==> src/rtl/fp16_mul_rr_arbiter_if.sv <==
// Requester/multiplier bundle for the shared FP16 multiplier arbiter.
// The slave side is the arbiter; the master side drives requests and models the multiplier.
interface fp16_mul_rr_arbiter_if #(
  parameter int NREQ = 4,
  parameter int DW   = 16
);
  logic               en;
  logic [NREQ-1:0]    req;
  logic [NREQ*DW-1:0] a_flat;
  logic [NREQ*DW-1:0] b_flat;
  logic [NREQ-1:0]    gnt;
  logic [DW-1:0]      mul_a;
  logic [DW-1:0]      mul_b;
  logic               mul_vld_o;
  logic [DW-1:0]      mul_p;
  logic               mul_vld_i;
  logic [DW-1:0]      res_data;
  logic [NREQ-1:0]    res_vld;
  logic               busy;
  logic               err;

  modport master (
    output en, req, a_flat, b_flat, mul_p, mul_vld_i,
    input  gnt, mul_a, mul_b, mul_vld_o, res_data, res_vld, busy, err
  );

  modport slave (
    input  en, req, a_flat, b_flat, mul_p, mul_vld_i,
    output gnt, mul_a, mul_b, mul_vld_o, res_data, res_vld, busy, err
  );
endinterface

==> src/rtl/fp16_mul_rr_arbiter.sv <==
// Round-robin issue of NREQ operand streams onto one pipelined FP16 multiplier,
// with a requester-ID tag pipe matched to the multiplier latency for result routing.
module fp16_mul_rr_arbiter #(
  parameter int NREQ  = 4,
  parameter int DW    = 16,
  parameter int M_LAT = 6
) (
  input  logic clk,
  input  logic rst,
  fp16_mul_rr_arbiter_if.slave bus
);
  localparam int IW = $clog2(NREQ);
  localparam int CW = $clog2(M_LAT + 2);

  logic [IW-1:0]   ptr;
  logic [IW-1:0]   scan_idx;
  logic [IW-1:0]   gnt_id;
  logic            found;
  logic            grant;

  logic [DW-1:0]   mul_a_q;
  logic [DW-1:0]   mul_b_q;
  logic            issue_vld;
  logic [IW-1:0]   issue_id;

  logic            tag_vld [M_LAT];
  logic [IW-1:0]   tag_id  [M_LAT];
  logic            out_vld;
  logic [IW-1:0]   out_id;

  logic [DW-1:0]   res_data_q;
  logic [NREQ-1:0] res_vld_q;
  logic [CW-1:0]   inflight;
  logic            err_q;
  logic            ret_hit;
  logic            underflow;
  logic            ret_ok;
  logic            err_set;

  // Search upward from the requester after the last winner, wrapping.
  always_comb begin
    // NOTE: every variable gets a default first so no path can infer a latch.
    found    = 1'b0;
    gnt_id   = '0;
    scan_idx = '0;
    for (int k = 1; k <= NREQ; k++) begin
      scan_idx = IW'((int'(ptr) + k) % NREQ);
      if (!found && bus.req[scan_idx]) begin
        found  = 1'b1;
        gnt_id = scan_idx;
      end
    end
  end

  assign grant   = found & bus.en & ~rst;
  assign bus.gnt = grant ? (NREQ'(1) << gnt_id) : '0;

  // NOTE: state uses non-blocking assignments so every flop samples pre-edge values.
  always_ff @(posedge clk or posedge rst) begin
    if (rst) begin
      ptr       <= IW'(NREQ - 1);
      mul_a_q   <= '0;
      mul_b_q   <= '0;
      issue_vld <= 1'b0;
      issue_id  <= '0;
    end else begin
      issue_vld <= grant;
      if (grant) begin
        ptr      <= gnt_id;
        mul_a_q  <= bus.a_flat[int'(gnt_id)*DW +: DW];
        mul_b_q  <= bus.b_flat[int'(gnt_id)*DW +: DW];
        issue_id <= gnt_id;
      end
    end
  end

  // The issue register plus M_LAT stages line the tag up with mul_vld_i.
  always_ff @(posedge clk or posedge rst) begin
    if (rst) begin
      // NOTE: the tag pipe is reset, not left uninitialised, so rst drops in-flight products.
      for (int k = 0; k < M_LAT; k++) begin
        tag_vld[k] <= 1'b0;
        tag_id[k]  <= '0;
      end
    end else begin
      tag_vld[0] <= issue_vld;
      tag_id[0]  <= issue_id;
      for (int k = 1; k < M_LAT; k++) begin
        tag_vld[k] <= tag_vld[k-1];
        tag_id[k]  <= tag_id[k-1];
      end
    end
  end

  assign out_vld   = tag_vld[M_LAT-1];
  assign out_id    = tag_id[M_LAT-1];
  assign ret_hit   = bus.mul_vld_i & out_vld;
  assign underflow = ret_hit & (inflight == '0);
  assign ret_ok    = ret_hit & ~underflow;
  // Valid strobe and tag disagreeing covers both stray products and lost products.
  assign err_set   = (bus.mul_vld_i ^ out_vld) | underflow;

  always_ff @(posedge clk or posedge rst) begin
    if (rst) begin
      res_data_q <= '0;
      res_vld_q  <= '0;
      inflight   <= '0;
      err_q      <= 1'b0;
    end else begin
      res_vld_q <= ret_ok ? (NREQ'(1) << out_id) : '0;
      if (ret_ok) res_data_q <= bus.mul_p;
      if (grant && !ret_ok)      inflight <= inflight + CW'(1);
      else if (!grant && ret_ok) inflight <= inflight - CW'(1);
      if (err_set) err_q <= 1'b1;
    end
  end

  assign bus.mul_a     = mul_a_q;
  assign bus.mul_b     = mul_b_q;
  assign bus.mul_vld_o = issue_vld;
  assign bus.res_data  = res_data_q;
  assign bus.res_vld   = res_vld_q;
  assign bus.busy      = (inflight != '0);
  assign bus.err       = err_q;
endmodule

==> src/flat_wrapper.sv <==
// flat-port wrapper written by rule: the top's interface ports become plain ports
module fp16_mul_rr_arbiter_flat 
#(
  parameter int NREQ  = 4,
  parameter int DW    = 16,
  parameter int M_LAT = 6
)
  (clk, rst, bus_en, bus_req, bus_a_flat, bus_b_flat, bus_mul_p, bus_mul_vld_i, bus_gnt, bus_mul_a, bus_mul_b, bus_mul_vld_o, bus_res_data, bus_res_vld, bus_busy, bus_err);
  fp16_mul_rr_arbiter_if #(.NREQ(NREQ), .DW(DW)) bus_i ();
  input  logic clk;
  input  logic rst;
  input wire logic [$bits(bus_i.en)-1:0] bus_en;
  input wire logic [$bits(bus_i.req)-1:0] bus_req;
  input wire logic [$bits(bus_i.a_flat)-1:0] bus_a_flat;
  input wire logic [$bits(bus_i.b_flat)-1:0] bus_b_flat;
  input wire logic [$bits(bus_i.mul_p)-1:0] bus_mul_p;
  input wire logic [$bits(bus_i.mul_vld_i)-1:0] bus_mul_vld_i;
  output wire logic [$bits(bus_i.gnt)-1:0] bus_gnt;
  output wire logic [$bits(bus_i.mul_a)-1:0] bus_mul_a;
  output wire logic [$bits(bus_i.mul_b)-1:0] bus_mul_b;
  output wire logic [$bits(bus_i.mul_vld_o)-1:0] bus_mul_vld_o;
  output wire logic [$bits(bus_i.res_data)-1:0] bus_res_data;
  output wire logic [$bits(bus_i.res_vld)-1:0] bus_res_vld;
  output wire logic [$bits(bus_i.busy)-1:0] bus_busy;
  output wire logic [$bits(bus_i.err)-1:0] bus_err;
  assign bus_i.en = bus_en;
  assign bus_i.req = bus_req;
  assign bus_i.a_flat = bus_a_flat;
  assign bus_i.b_flat = bus_b_flat;
  assign bus_i.mul_p = bus_mul_p;
  assign bus_i.mul_vld_i = bus_mul_vld_i;
  assign bus_gnt = bus_i.gnt;
  assign bus_mul_a = bus_i.mul_a;
  assign bus_mul_b = bus_i.mul_b;
  assign bus_mul_vld_o = bus_i.mul_vld_o;
  assign bus_res_data = bus_i.res_data;
  assign bus_res_vld = bus_i.res_vld;
  assign bus_busy = bus_i.busy;
  assign bus_err = bus_i.err;
  fp16_mul_rr_arbiter #(.NREQ(NREQ), .DW(DW), .M_LAT(M_LAT)) u_core (.clk(clk), .rst(rst), .bus(bus_i));
endmodule
==> config.mk <==
export PLATFORM = sky130hd
export DESIGN_NAME = fp16_mul_rr_arbiter_flat
export DESIGN_NICKNAME = d
export VERILOG_FILES = /design/src/rtl/fp16_mul_rr_arbiter_if.sv /design/src/rtl/fp16_mul_rr_arbiter.sv /design/src/flat_wrapper.sv
export SDC_FILE = /design/constraint.sdc
export NUM_CORES = 1
export LEC_CHECK = 0
export ABC_AREA = 1
export CAP_MARGIN = 20
export CORE_MARGIN = 2
export CORE_UTILIZATION = 40
export CTS_CLUSTER_SIZE = 8
export DETAILED_ROUTE_END_ITERATION = 7
export PLACE_DENSITY_LB_ADDON = 0.2
export SETUP_SLACK_MARGIN = 0.1
export SYNTH_ARGS = -nofsm -noshare
export SYNTH_HDL_FRONTEND = slang
export SYNTH_SLANG_ARGS = --single-unit
==> constraint.sdc <==
create_clock -name clk -period 3.6 [get_ports clk]
set_input_delay 0.54 -clock clk [delete_from_list [all_inputs] [get_ports clk]]
set_output_delay 0.54 -clock clk [all_outputs]
set_load 0.03 [all_outputs]
### Word level (Yosys, flattened, before mapping)

Index checks and enable logic that the tools add are counted.

* register bits: 79
* input bits: 152
* output and inout port bits: 59
* logic and storage cells: 77

* bitwise logic cells: 9
* reductions and logical operators: 13
* mux-type cells: 20
* shift-type cells: 4
* $add $sub $neg: 6
* magnitude comparators: 4

Operators with widths (count)
* indexed part select 64 x 7 -> 16 bit: 2
* less-than comparator 2 x 3 -> 1 bit (second input constant): 4
* binary-select mux 1 bit (select 2 bit): 4
* 2-to-1 mux 1 bit: 8
* 2-to-1 mux 2 bit: 4
* 2-to-1 mux 4 bit: 2
* << shifter 1 x 2 -> 4 bit (first input constant): 2
* 2-to-1 mux 3 bit: 2
* bitwise AND 1 bit: 5
* logical AND 1 bit: 5
* logical NOT 1 bit: 5
* adder 2 x 1 -> 2 bit (second input constant): 2
* adder 2 bit (second input constant): 2
* adder 3 x 1 -> 3 bit (second input constant): 1
* logical NOT 3 bit: 1
* nonzero test 3 bit: 1
* subtractor 3 x 1 -> 3 bit (second input constant): 1
* inverter 1 bit: 2
* nonzero test 2 bit: 1
* OR 1 bit: 1
* bitwise XOR 1 bit: 1

### Depth between registers and ports, before layout

Gate-level depths: netlist (run 1).

* word-level depth: 19
* gate-level depth with buffers: 19
* depth with buffers taken out: 16

### Least setup slack after synthesis (run 1)

No wires, ideal clock.

* kind: register to output
* start: register u_core.ptr[0]
* end: output bus_gnt[0]
* cell stages (with the launch flop): 14
* path slack: 0.728 ns
* required time: 3.060 ns
* arrival: 2.332 ns
* buffers on the path: 3
* cells stage by stage: dfstp_2 > buf_2 > inv_2 > nand2_1 > nand3_1 > nand2_1 > clkinv_1 > nor2_4 > nand3_2 > nand2_2 > buf_6 > buf_6 > inv_2 > nor3_1

* longest elaborated chain between the ends: 16
* elaborated cells between the ends (all ways): 30
* classes of those cells: add/sub: 4; shift: 1; mux: 17; bitwise: 2; reduce/logical: 6

RTL lines
* start: declaration: RTL line fp16_mul_rr_arbiter.sv:15 `logic [IW-1:0] ptr;`
* start signal: assignment: RTL line fp16_mul_rr_arbiter.sv:61 `ptr <= IW'(NREQ - 1);`
* start signal: assignment: RTL line fp16_mul_rr_arbiter.sv:69 `ptr <= gnt_id;`
* adder 2 x 1 -> 2 bit: RTL line fp16_mul_rr_arbiter.sv:47 `scan_idx = IW'((int'(ptr) + k) % NREQ);`
* binary-select mux 1 bit (select 2 bit): RTL line fp16_mul_rr_arbiter.sv:48 `if (!found && bus.req[scan_idx]) begin`
* 2-to-1 mux 1 bit (not written as such): RTL line fp16_mul_rr_arbiter.sv:48
* 2-to-1 mux 1 bit: RTL line fp16_mul_rr_arbiter.sv:48
* logical NOT 1 bit: RTL line fp16_mul_rr_arbiter.sv:48
* logical AND 1 bit: RTL line fp16_mul_rr_arbiter.sv:48
* 2-to-1 mux 1 bit: RTL line fp16_mul_rr_arbiter.sv:48
* logical NOT 1 bit: RTL line fp16_mul_rr_arbiter.sv:48
* logical AND 1 bit: RTL line fp16_mul_rr_arbiter.sv:48
* 2-to-1 mux 1 bit: RTL line fp16_mul_rr_arbiter.sv:48
* logical NOT 1 bit: RTL line fp16_mul_rr_arbiter.sv:48
* logical AND 1 bit: RTL line fp16_mul_rr_arbiter.sv:48
* 2-to-1 mux 1 bit: RTL line fp16_mul_rr_arbiter.sv:48
* bitwise AND 1 bit (2 in a row): RTL line fp16_mul_rr_arbiter.sv:55 `assign grant = found & bus.en & ~rst;`
* 2-to-1 mux 4 bit *: RTL line fp16_mul_rr_arbiter.sv:56 `assign bus.gnt = grant ? (NREQ'(1) << gnt_id) : '0;`
* end: declaration: RTL line flat_wrapper.sv:18 `output wire logic [$bits(bus_i.gnt)-1:0] bus_gnt;`

Every way passes the cells marked *; elsewhere a longest branch is shown, timed or not. The select of a mux whose other input is x is not followed.

### Final worst setup path (run 1)

* start: register u_core.ptr[0]
* end: output bus_gnt[3]

Same word-level chain as after synthesis.

==> flow_summary_export.csv, run 1 <==
group,metric,value,unit
run_status,status,"finished, final reports clean",
logic_synthesis,synth_area_leaders,"dfrtp_1 44%, nand2_1 30%, nand3_1 7.9%, mux2_2 4.3%, buf_6 2.8%",
drt,antenna_left,0,
drt,drt-initial-drc-count,156,
place,io_buffers,210,
floorplan,core,10800,µm²
hold_path,worstHoldStart,"u_core.tag_id[5]",
critical_path,ff2ff_setup_slack,0.72,ns
logic_synthesis,synthArstFlopShare,100,%
critical_path,critPathArrivalTime,2.65,ns
hold_path,holdPathEnd,"u_core.tag_id[3]",
cells_and_area,multiInputGateArea,2140,µm²
drt,routed_via_density,4.80,
floorplan,die_w,109,µm
drt,drc,0,
logic_synthesis,synth_area_per_cell,7.33,µm²
timing,max_slew_margin,55.2,%
drt,vias,4533,
clock_network,clk_latency,0.34,ns
cells_and_area,area_growth,52.8,%
global_routing,antenna_found_initial,0,
critical_path,worstPathCellList,"inv_2, nand2_1, nand3_1, nand2_1, clkinv_1, nor2_4, nand3_1, nand2_1, a21oi_4, nor2_1, clkdlybuf4s50_1",
logic_synthesis,synth-seq-cells,79,
power,p_sw_share,51.2,%
clock_network,clock_sinks,79,
global_routing,grt_pass1_vias,4536,
clock_network,path_clk_slew,0.08,ns
critical_path,criticalPathCategory,"register to primary output",
logic_synthesis,synth_edf_count,0,
clock_network,htreeDepth,3,
critical_path,crit_path_start_kind,"register",
logic_synthesis,syn_inst,603,
floorplan,ioPinCount,211,
floorplan,dieArea,11900,µm²
clock_network,clockRootBuffer,"clkbuf_8",
critical_path,slowest_stage,"clkdlybuf4s50_1",
cells_and_area,seq_area,1980,µm²
logic_synthesis,ys.flop_type,"dfrtp_1",
clock_network,cts_tree,"built",
place,gp_congestion,0.808,
timing,finalSetupViolCount,0,
timing,rsz0062_at_grt,"false",
drt,detail_route.wl_per_cell,14.1,µm
timing,tightest_slew,0.671,ns
power,p_int,3.31,mW
power,ir_drop,0.884,mV
logic_synthesis,synth_nets,758,
cells_and_area,num_antenna_cells,0,
run,maxCapViolCount,0,
cells_and_area,num-fill-cells,973,
cells_and_area,layout-drive-gt1-share,8.46,%
timing,fmax,0.314,GHz
timing,min_period_over_period,88.5,%
power,p_seq_share,21.5,%
logic_synthesis,synth-seq-area-share,44.8,%
global_routing,grt_use_total,22.6,%
floorplan,fp.dieH,109,µm
critical_path,max_stage_delay,0.68,ns
place,hpwl,9870,µm
cells_and_area,nNetsFinal,955,
power,p_total,6.79,mW
logic_synthesis,yosys.area.top_type_share,43.6,%
floorplan,rows,38,
clock_network,post_cts_buffers,0,
clock_network,numCtsBuffers,9,
drt,detail_route.first_pass.iterations,4,
timing,fin_crit,3.19,ns
logic_synthesis,synth_cell_type_count,27,
logic_synthesis,synth_common_cells,"353 x nand2_1, 77 x dfrtp_1, 70 x nand3_1",
hold_path,holdPathStages,0,
power,power.leakage,3.39,nW
global_routing,grt-ovfl-total,0,
power,comb_power_share,67.8,%
power,power.switching,3.48,mW
critical_path,r2r-end,"u_core.inflight[2]",
critical_path,path_max_fanout,8,
global_routing,grt_max_degree,65,
logic_synthesis,syn_area,4420,µm²
hold_path,min_path_type,"register to register",
clock_network,ctsHoldBuffers,0,
power,cellPowerDensity,1010,nW/µm²
critical_path,end_kind,"primary output",
clock_network,post_cts_resized,0,
power,p_clk_share,10.6,%
critical_path,crit_top_cell,"nand2_1",
logic_synthesis,synth_most_common_cell,"nand2_1",
timing,hold_viol,0,
critical_path,rr_startpoint,"u_core.ptr[1]",
floorplan,start_util,40.9,%
timing,finClkSkew,0.00900,ns
global_routing,grt_pass1_wl,21000,µm
timing,slew_viol_final,0,
timing,setup_tns,0,ns
logic_synthesis,yosys_warnings,0,
logic_synthesis,yosysTopAreaCell,"dfrtp_1",
critical_path,worstPathRequired,3.06,ns
clock_network,clockBufferDepth,2,
critical_path,ff2ff_path_depth,15,
drt,wirelength,13300,µm
-- power groups by stage --
stage	Clock, mW	Combinational [mW]	Sequential, mW
2_1_floorplan	0	3.00	1.95
4_1_cts	0.740	4.66	1.46
5_1_grt	0.783	5.15	1.50
6_report	0.723	4.61	1.46
3_5_place_dp	0	4.65	1.48
3_3_place_gp	0	4.54	1.46
-- cell type report --
cell class,instances,area share [%]
clock inverter,4,1.15
clock buffer,11,2.09
inverter,13,0.741
sequential,79,29.3
multi-input combinational,475,31.7
tap,140,2.59
timing repair buffer,222,32.4
-- per-layer routing --
layer  up-vias  routed length, µm  part of all wire (%)  track usage [%]
li1       2269                  -                     -                -
met1      2101               5490                    41             26.1
met2       142               6540                    49             41.0
met3        21                985                   7.4             5.20
met4         0                268                   2.0             7.23
met5         -                  0                     0                0
-- critical path: cells and delay by family, from the launching register on --
kind | cells | cell delay [ns]
flip-flops | 1 | 0.62
AND/OR/NAND/NOR | 7 | 0.77
AO/OA/AOI/OAI | 1 | 0.04
buffers and inverters | 3 | 0.89
-- sequential cells by signal (all words and copies together), names as in the netlist, 2 cells and up --
name and cells:
u_core.bus.mul_a 16, u_core.bus.mul_b 16, u_core.bus.res_data 16, u_core.tag_id 10
u_core.tag_vld 5, u_core.bus.res_vld 4, u_core.inflight 3, u_core.issue_id 2
u_core.out_id 2, u_core.ptr 2
-- layout by cell type, fill, tap and decap left out, drive strengths merged, types with 2 or more instances in the layout --
master / synthesis / layout
clkbuf: 3 / 11
bufinv: 0 / 2
nor2: 8 / 8
nor3: 5 / 5
nand2: 361 / 361
buf: 33 / 14
dfrtp: 77 / 77
clkinv: 1 / 2
dfstp: 2 / 2
a21oi: 2 / 2
o21ai: 3 / 3
clkdlybuf4s50: 0 / 208
nand3: 72 / 72
ha: 2 / 2
inv: 12 / 13
mux2: 17 / 17
-- worst max-delay path by stage --
stage / from / to / slack (ns) / depth (start not counted)
3_3_place_gp: bus_req[2] / u_core.inflight[2] / 0.47 / 16
5_1_grt: u_core.ptr[0] / bus_gnt[3] / 0.15 / 13
2_1_floorplan: u_core.ptr[0] / bus_gnt[0] / 0.73 / 13
3_5_place_dp: bus_req[2] / u_core.inflight[2] / 0.32 / 16
4_1_cts: u_core.ptr[0] / bus_gnt[3] / 0.40 / 11
6_report: u_core.ptr[0] / bus_gnt[3] / 0.41 / 11
-- kinds of logic (layout without fill, tap and decap cells) --
logic type	count (synthesis)	in the layout	synth area share, %
and+or+nand+nor	446	446	41.3
AOI/OAI and AO/OA	7	7	1.30
buffers and inverters	49	250	6.83
adders and majority gates	3	3	1.02
DFF	79	79	44.8
muxes	17	17	4.33
xor gates and xnor gates	2	2	0.397
-- stage by stage --
step / setup WS [ns] / util [%] / area, µm² / hold WS [ns] / std cells
final: 0.413 / 62.5 / 6750 / 0.343 / 944
after CTS: 0.401 / 62.5 / 6750 / 0.350 / 944
after global placement: 0.472 / 60.5 / 6530 / 0.334 / 929
after detailed placement: 0.324 / 60.5 / 6530 / 0.335 / 929
after global routing: 0.148 / 62.5 / 6750 / 0.354 / 944
after floorplan: 0.728 / - / 4420 / 0.331 / 603
Power figures use the tool's default switching activity.
==> run 2: changes to the inputs <==
Settings changed: CAP_MARGIN 20 to not set, CORE_UTILIZATION 40 to 37.
Clock period 3.6 ns to 2.6 ns, I/O delays scaled along.
==> run 2 against run 1 <==
Compared with the run above:
- the flow now finishes with violations (DRC)
- sequential power is 39% higher
- count of clock-buffer cells in the layout decreased by 2
- total power is 56% higher
- non-clock buffer count grew 25
- cell area rose by 7.6%
- routed wire length rose by 7.1%
==> flow_summary_export.csv, run 2 (synthesis gave the netlist of run 1 again) <==
group,metric,value,unit
run_status,status,"finished, violations left",
run_status,violations,"DRC",
cells_and_area,num_antenna_cells,0,
global_routing,grt-ovfl-total,0,
cells_and_area,most-common-layout-cells,"334 x nand2_1, 206 x clkdlybuf4s50_1, 77 x dfrtp_1",
clock_network,path_clk_slew,0.06,ns
cells_and_area,seq_area,1980,µm²
timing,slew_viol_final,0,
critical_path,max_stage_delay,0.59,ns
timing,fmax,0.394,GHz
critical_path,path_max_fanout,5,
clock_network,clockBufferDepth,2,
global_routing,grt_use_total,21.9,%
global_routing,grt_pass1_wl,22500,µm
drt,detail_route.first_pass.iterations,7,
clock_network,htreeDepth,3,
clock_network,clockRootBuffer,"clkbuf_16",
timing,max_slew_margin,63.7,%
drt,routed_via_density,4.78,
place,io_buffers,210,
run,maxCapViolCount,0,
timing,fin_crit,2.54,ns
cells_and_area,layout-drive-gt1-share,15.3,%
timing,finClkSkew,0.00809,ns
critical_path,crit_top_cell,"nand2_2",
critical_path,critPathArrivalTime,2.15,ns
drt,detail_route.wl_per_cell,14.6,µm
critical_path,worstPathCellList,"buf_6, nand2_2, nand2_4, nand2_2, nand2_2, nand2_2, nand2_1, nand2_1, nand2_2, nand2_4, inv_6, nand2_8, nor2_4, buf_12",
cells_and_area,nNetsFinal,980,
cells_and_area,num-fill-cells,985,
cells_and_area,multiInputGateArea,2310,µm²
cells_and_area,final_common_cell,"nand2_1",
global_routing,grt_pass1_vias,4626,
critical_path,end_kind,"primary output",
power,ir_drop,1.07,mV
floorplan,start_util,38.4,%
floorplan,ioPinCount,211,
clock_network,cts_tree,"built",
power,p_total,10.6,mW
place,place_ws,-0.0321,ns
power,cellPowerDensity,1460,nW/µm²
hold_path,min_path_type,"register to register",
floorplan,die_w,113,µm
global_routing,antenna_found_initial,0,
timing,whs,0.342,ns
global_routing,grt_max_degree,42,
drt,vias,4647,
drt,drt-initial-drc-count,218,
drt,antenna_left,0,
timing,hold_viol,0,
floorplan,fp.dieH,113,µm
power,power.leakage,3.62,nW
clock_network,clock_sinks,79,
place,gp_congestion,0.870,
timing,rsz0062_at_grt,"true",
floorplan,dieArea,12800,µm²
timing,min_period_over_period,97.7,%
cells_and_area,utilization,63.1,%
cells_and_area,area_growth,64.4,%
clock_network,clk_latency,0.33,ns
drt,drc,16,
timing,setup_ws,0.0592,ns
place,hpwl,10400,µm
drt,wirelength,14200,µm
critical_path,worstPathRequired,2.21,ns
clock_network,numCtsBuffers,9,
clock_network,ctsHoldBuffers,0,
floorplan,core,11500,µm²
critical_path,criticalPathCategory,"register to primary output",
floorplan,rows,39,
timing,finalSetupViolCount,0,
critical_path,slowest_stage,"dfstp_2",
critical_path,crit_path_start_kind,"register",
timing,tightest_slew,0.543,ns
-- run 2: changes by cell type in the layout (fill, tap and decap cells not counted), moves of 3 or more --
cell and change:
buf_4 +16, buf_6 +9, clkbuf_16 +9, clkbuf_8 -10, clkinv_4 +3, inv_4 +4, nand2_1 -18, nand2_2 +11
nand2_4 +6, nor2_1 -4, nor2_4 +4
-- run 2: power breakdown --
| group | total, mW | internal (mW) | leakage [nW] | switching [mW] |
|---|---|---|---|---|
| registers | 2.03 | 1.75 | 0.984 | 0.275 |
| logic | 7.30 | 2.81 | 2.49 | 4.48 |
| clock network | 1.27 | 0.754 | 0.150 | 0.520 |
-- run 2: through the flow --
| step | TNS [ns] | instance area [µm²] | std cells |
|---|---|---|---|
| after detailed placement | -0.0425 | 6630 | 940 |
| final | 0 | 7260 | 973 |
| after global placement | 0 | 6630 | 940 |
| after floorplan | -0.0415 | 4440 | 603 |
| after CTS | 0 | 7060 | 963 |
| after global routing | -0.142 | 7260 | 973 |
-- run 2: what timing repair did --
item                       in CTS  in global routing
setup buffers                   7                 10
gates resized for setup        18                 38
hold endpoints to repair        0                  0
setup endpoints to repair       5                  7
pin swaps                       9                 17
-- run 2: path summary, 6_finish.rpt --
check / startpoint / cells past startpoint / slack, ns / endpoint
max: u_core.ptr[0] / 14 / 0.06 / bus_gnt[1]
min: u_core.tag_id[3] / 0 / 0.34 / u_core.out_id[1]
max reg2reg: u_core.ptr[1] / 13 / 0.17 / u_core.inflight[1]
min reg2reg: u_core.tag_id[3] / 0 / 0.34 / u_core.out_id[1]
max in group asynchronous: rst / 3 / 1.57 / u_core.bus.mul_a[3]
min in group asynchronous: rst / 2 / 0.44 / u_core.bus.mul_a[11]
-- run 2: worst max-delay path: cells and delay by family, from the launching register on --
| kind | cells | cell delay [ns] |
|---|---|---|
| AND/OR/NAND/NOR | 11 | 0.87 |
| flip-flops | 1 | 0.59 |
| buffers and inverters | 3 | 0.36 |
-- run 2: layer usage --
metal / global-route usage (%) / part of all wire, % / vias to the layer above
met2: 38.8 / 51 / 141
met3: 3.05 / 5.8 / 15
met4: 7.15 / 1.7 / 0
met5: 0 / 0 / -
li1: - / - / 2325
met1: 27.5 / 42 / 2166
-- run 2: layout make-up --
cell class | instances | share of cell area [%]
clock buffer | 9 | 3.10
multi-input combinational | 475 | 31.8
clock inverter | 7 | 1.09
inverter | 13 | 0.896
sequential | 79 | 27.2
tap | 143 | 2.46
timing repair buffer | 247 | 33.4
==> run 3: changes to the inputs <==
Settings changed: CTS_CLUSTER_DIAMETER set to 40.
==> results of run 3 <==
Same layout as run 2: the final DEF is identical, and so are final timing and power.
==> RTL change 1: new RTL, config.mk and constraints of run 3 <==
`M_LAT` is set to 6 in 2 places; all go to 7.
--- a/src/rtl/fp16_mul_rr_arbiter.sv
+++ b/src/rtl/fp16_mul_rr_arbiter.sv
@@ -4,5 +4,5 @@
   parameter int NREQ  = 4,
   parameter int DW    = 16,
-  parameter int M_LAT = 6
+  parameter int M_LAT = 7
 ) (
   input  logic clk,
--- a/src/flat_wrapper.sv
+++ b/src/flat_wrapper.sv
@@ -4,5 +4,5 @@
   parameter int NREQ  = 4,
   parameter int DW    = 16,
-  parameter int M_LAT = 6
+  parameter int M_LAT = 7
 )
   (clk, rst, bus_en, bus_req, bus_a_flat, bus_b_flat, bus_mul_p, bus_mul_vld_i, bus_gnt, bus_mul_a, bus_mul_b, bus_mul_vld_o, bus_res_data, bus_res_vld, bus_busy, bus_err);
Formal check against the unedited RTL: not equivalent (Yosys sat finds a counterexample within 10 cycles, from zero or initial values and one cycle with rst high).
==> RTL change 1 against run 3 <==
- the flow finishes with violations (negative setup slack)
- first-iteration DRC count fell by 25%
- global-route usage fell by 1.1 points
- total power grew 7.8%
- critical path depth down 1
- cell area is 4.9% higher
- count of clock-buffer cells in the layout stayed put
- worst setup slack worse by 99 ps
- sequential cell count is 4 higher
- wire length increased by 4.7%
- synthesized area up 2.4%
- clock skew fell by 1.7 ps
==> RTL change 1: results (changes against run 3) <==
status finished, violations left (unchanged); failing checks negative setup slack (was design-rule violations); reg2reg setup slack 70 ps (was 170 ps); critical path peak fanout 4 (was 5); R2R depth 18 (was 13); clock skew 6.41 ps (was 8.09 ps); hold depth 0 (unchanged); Antenna Violating Nets Remaining 0 (unchanged); Num CTS Buffers 9 (unchanged); met3 WL 1190 µm (was 821 µm); arrival time at the worst endpoint 2250 ps (was 2150 ps); Final #Nets 1009 (was 980); clock buffer depth 2 (unchanged); largest net degree at the start of global routing 84 (was 42); number of global-route vias before repair 4659 (was 4626); Rel. slew slack 0.335 (was 0.637); Largest delay share family, worst path simple AND/OR/NAND/NOR gates (unchanged); power density over the cells 1500 mW/mm² (was 1460 mW/mm²); Met2 Routed Length 7340 µm (was 7200 µm); iteration count of the initial detailed-routing pass 5 (was 7); Unique masters post-synth 29 (was 27); Hold EP u_core.out_id[0] (was u_core.out_id[1]); CP peak stage delay 610 ps (was 590 ps); share of cells above drive strength 1 0.153 (about the same); initial antenna violation count 0 (unchanged); Post-Route M1 WL 6130 µm (was 5960 µm); Post-synth top cells nand2_1 (363), dfrtp_1 (81), nand3_1 (68) (was nand2_1 (353), dfrtp_1 (77), nand3_1 (70)); DR vias 4864 (was 4647); DR iter-0 viols 163 (was 218); M1 GR Usage 0.245 (was 0.275); met2 Usage GRT 0.368 (was 0.388); Pleak 3.82 nW (was 3.62 nW); Switching Share 0.477 (was 0.498); routability cong. 0.853 (was 0.870); Setup TNS Final -39.3 ps (was 0 ps); Final setup viols 1 (was 0); total track usage 0.208 (was 0.219); Wirelength per Cell 14.8 µm (was 14.6 µm); Synth area leaders dfrtp_1 (45%), nand2_1 (30%), nand3_1 (7.5%) (was dfrtp_1 (44%), nand2_1 (30%), nand3_1 (7.9%)); Sequential Power Share 0.188 (was 0.191); Max VDD drop 0.000717 V (was 0.00107 V); FF-to-FF End u_core.inflight[3] (was u_core.inflight[1]); final worst setup slack -39.3 ps (was 59.2 ps); global-route wire length before repair 21700 µm (was 22500 µm); hpwl dp 9680 µm (was 10400 µm); Mapped Nets 778 (was 758); Clock power frac 0.125 (was 0.120); hold-fix buffers at CTS 0 (unchanged); GR Layer Usage met3 0.0577 (was 0.0305); sequential fraction of the synthesis area 0.460 (was 0.448); Hold Slack 345 ps (was 342 ps); worst skew pair latency 330 ps (about the same); CP Capture Point bus_gnt[0] (was bus_gnt[1]); Hold Startpoint u_core.tag_id[2] (was u_core.tag_id[3])
[RTL change 1: cell families after synthesis]
family,Yosys count,synth area share
AND/OR/NAND/NOR,453,0.404
flip-flops,83,0.460
buffers and inverters,51,0.0636
multiplexers,16,0.0398
AO/OA/AOI/OAI,10,0.0116
adder cells (fa/ha/maj),5,0.0155
XOR/XNOR,3,0.00581
[RTL change 1: layout make-up]
cell class | instances | area (µm²)
fillers | 1018 | 4340
well taps | 147 | 184
repair buffers | 256 | 2610
multi-input cells | 487 | 2330
flip-flops and latches | 83 | 2080
clock buffers | 9 | 225
clock inverters | 7 | 116
inverters | 15 | 73.8
[RTL change 1: metrics by stage]
stage	cell area [µm²]	setup slack, ps	instances
finish	7620	-39.3	1004
global route	7620	-124	1004
CTS	7400	27.0	994
detailed placement	6810	-180	962
global placement	6810	-64.4	962
floorplan	4580	-713	621
[RTL change 1: repair_timing]
item                       in CTS  in global routing
setup buffers                  16                  3
gates cloned                    0                  7
gates resized for setup        37                 18
setup endpoints to repair       5                 30
pin swaps                      19                 15
==> RTL change 2: new RTL, settings of run 3 <==
Made on the original files. Reset style: synchronous (`rst`), changed in 3 clocked blocks.
--- a/src/rtl/fp16_mul_rr_arbiter.sv
+++ b/src/rtl/fp16_mul_rr_arbiter.sv
@@ -57,5 +57,5 @@
 
   // NOTE: state uses non-blocking assignments so every flop samples pre-edge values.
-  always_ff @(posedge clk or posedge rst) begin
+  always_ff @(posedge clk) begin
     if (rst) begin
       ptr       <= IW'(NREQ - 1);
@@ -76,5 +76,5 @@
 
   // The issue register plus M_LAT stages line the tag up with mul_vld_i.
-  always_ff @(posedge clk or posedge rst) begin
+  always_ff @(posedge clk) begin
     if (rst) begin
       // NOTE: the tag pipe is reset, not left uninitialised, so rst drops in-flight products.
@@ -101,5 +101,5 @@
   assign err_set   = (bus.mul_vld_i ^ out_vld) | underflow;
 
-  always_ff @(posedge clk or posedge rst) begin
+  always_ff @(posedge clk) begin
     if (rst) begin
       res_data_q <= '0;
Function: differs if rst is asserted again (counterexample within 4 cycles, from zero or initial values and one cycle with rst high); with rst held inactive, the same outputs for 10 cycles.
==> RTL change 2 against run 3 <==
- total power decreased by 32%
- cell area increased by 0.86%
- synthesized area rose by 4.3%
- register-to-register slack better by 100 ps
- count of clock-buffer cells in the layout did not move
- sequential cell count did not move
- critical path depth down 1
- sequential power shrank 21%
- die area increased by 4.2%
- wire length down 4.6%
- worst setup slack better by 120 ps
- critical endpoint unchanged
- largest cell class unchanged
- largest power group unchanged
==> RTL change 2: results (changes against run 3) <==
origin of the worst setup path bus_req[0] (was u_core.ptr[0]); hold depth 2 (was 0); arrival time at the worst endpoint 2030 ps (was 2150 ps); final wirelength 13600 µm (was 14200 µm); FF-to-FF End u_core.inflight[2] (was u_core.inflight[1]); routability cong. 0.806 (was 0.870); reg2reg setup slack 270 ps (was 170 ps); DR iter-0 viols 199 (was 218); hpwl dp 10200 µm (was 10400 µm); Synth Flop Type dfxtp_1 (was dfrtp_1); CTS root buffer clkbuf_16 (unchanged); R2R depth 14 (was 13); dpl cell area 0.00687 mm² (was 0.00663 mm²); number of global-route vias before repair 4774 (was 4626); status finished, final reports clean (was finished, violations left); clock skew 8.27 ps (was 8.09 ps); Synth area leaders dfxtp_1 (34%), nand3_1 (18%), nand2_1 (16%) (was dfrtp_1 (44%), nand2_1 (30%), nand3_1 (7.9%)); ys async rst share 0 (was 1.00); total track usage 0.205 (was 0.219); Post-synth top cells nand2_1 (198), nand3_1 (167), inv_1 (159) (was nand2_1 (353), dfrtp_1 (77), nand3_1 (70)); RR Startpoint u_core.ptr[0] (was u_core.ptr[1]); sequential fraction of the synthesis area 0.343 (was 0.448); Pleak 3.71 nW (was 3.62 nW); largest net degree at the start of global routing 56 (was 42); critical path peak fanout 6 (was 5); iteration count of the initial detailed-routing pass 4 (was 7); DR vias/cell 4.45 (was 4.78); Mapped Nets 913 (was 758); global-route wire length before repair 22200 µm (was 22500 µm)
==> RTL change 2: cell types whose count changed in the layout (fill, tap and decap cells not counted), moves of 17 or more <==
| cell | change |
|---|---|
| dfrtp_1 | -77 |
| nand2_1 | -141 |
| mux2_2 | -17 |
| nor2_1 | +54 |
| dfxtp_1 | +77 |
| nand3_1 | +97 |
| inv_1 | +153 |
==> RTL change 2: repair_timing <==
action / in CTS / in global routing
setup buffers: 2 / 5
resized for setup: 7 / 24
setup endpoints to repair: 4 / 5
pin swaps: 3 / 6
==> RTL change 2: cell type report <==
type	count	area (µm²)
fillers	1176	4730
repair buffers	250	2420
multi-input cells	470	2170
clock inverters	7	85.1
flip-flops and latches	79	1590
well taps	168	210
inverters	165	629
clock buffers	9	225
==> RTL change 2: worst max-delay path, stage by stage <==
cell and delay (ps):
clkdlybuf4s50_1 470, inv_1 50, nand2_1 70, nand3_1 80
nand2_2 100, nor2_4 40, buf_6 120, nand3_4 80
nand3_2 100, nand2_4 110, clkinv_4 80, nor3_2 150
buf_4 190
==> RTL change 2: per-layer routing <==
metal / GRT usage / wire (µm) / up-vias
met3: 0.0575 / 1030 / 18
met5: 0 / 0 / -
met2: 0.343 / 6370 / 154
met4: 0.0556 / 273 / 0
met1: 0.261 / 5890 / 2204
li1: - / - / 2730
==> RTL change 2: power by group <==
part           switching, W  internal [W]
Sequential         0.000139       0.00147
Combinational       0.00260       0.00174
Clock              0.000524      0.000766
==> RTL change 2: worst min path at each step <==
stage                             start              endpoint  slack, ps
floorplan           u_core.tag_id[0][8]  u_core.tag_id[0][10]        390
global placement    u_core.tag_id[0][7]   u_core.tag_id[0][9]        390
detailed placement  u_core.tag_id[0][4]   u_core.tag_id[0][6]        390
CTS                 u_core.tag_id[0][4]   u_core.tag_id[0][6]        400
global route        u_core.tag_id[0][3]   u_core.tag_id[0][5]        410
finish              u_core.tag_id[0][3]   u_core.tag_id[0][5]        400
==> RTL change 2: kinds of logic after synthesis <==
logic type | after synthesis | synth area share
buffers and inverters | 209 | 0.200
adders and majority gates | 3 | 0.00977
AOI/OAI and AO/OA | 28 | 0.0312
and+or+nand+nor | 438 | 0.414
DFF | 79 | 0.343
xor gates and xnor gates | 1 | 0.00190
==> RTL change 2: metrics by stage <==
stage,setup TNS (ps),utilization,cells,worst slack [ps]
floorplan,0,-,758,100
global placement,-68.0,0.569,1125,-68.0
detailed placement,-119,0.569,1125,-117
CTS,0,0.598,1143,115
global route,0,0.607,1148,51.8
finish,0,0.607,1148,180
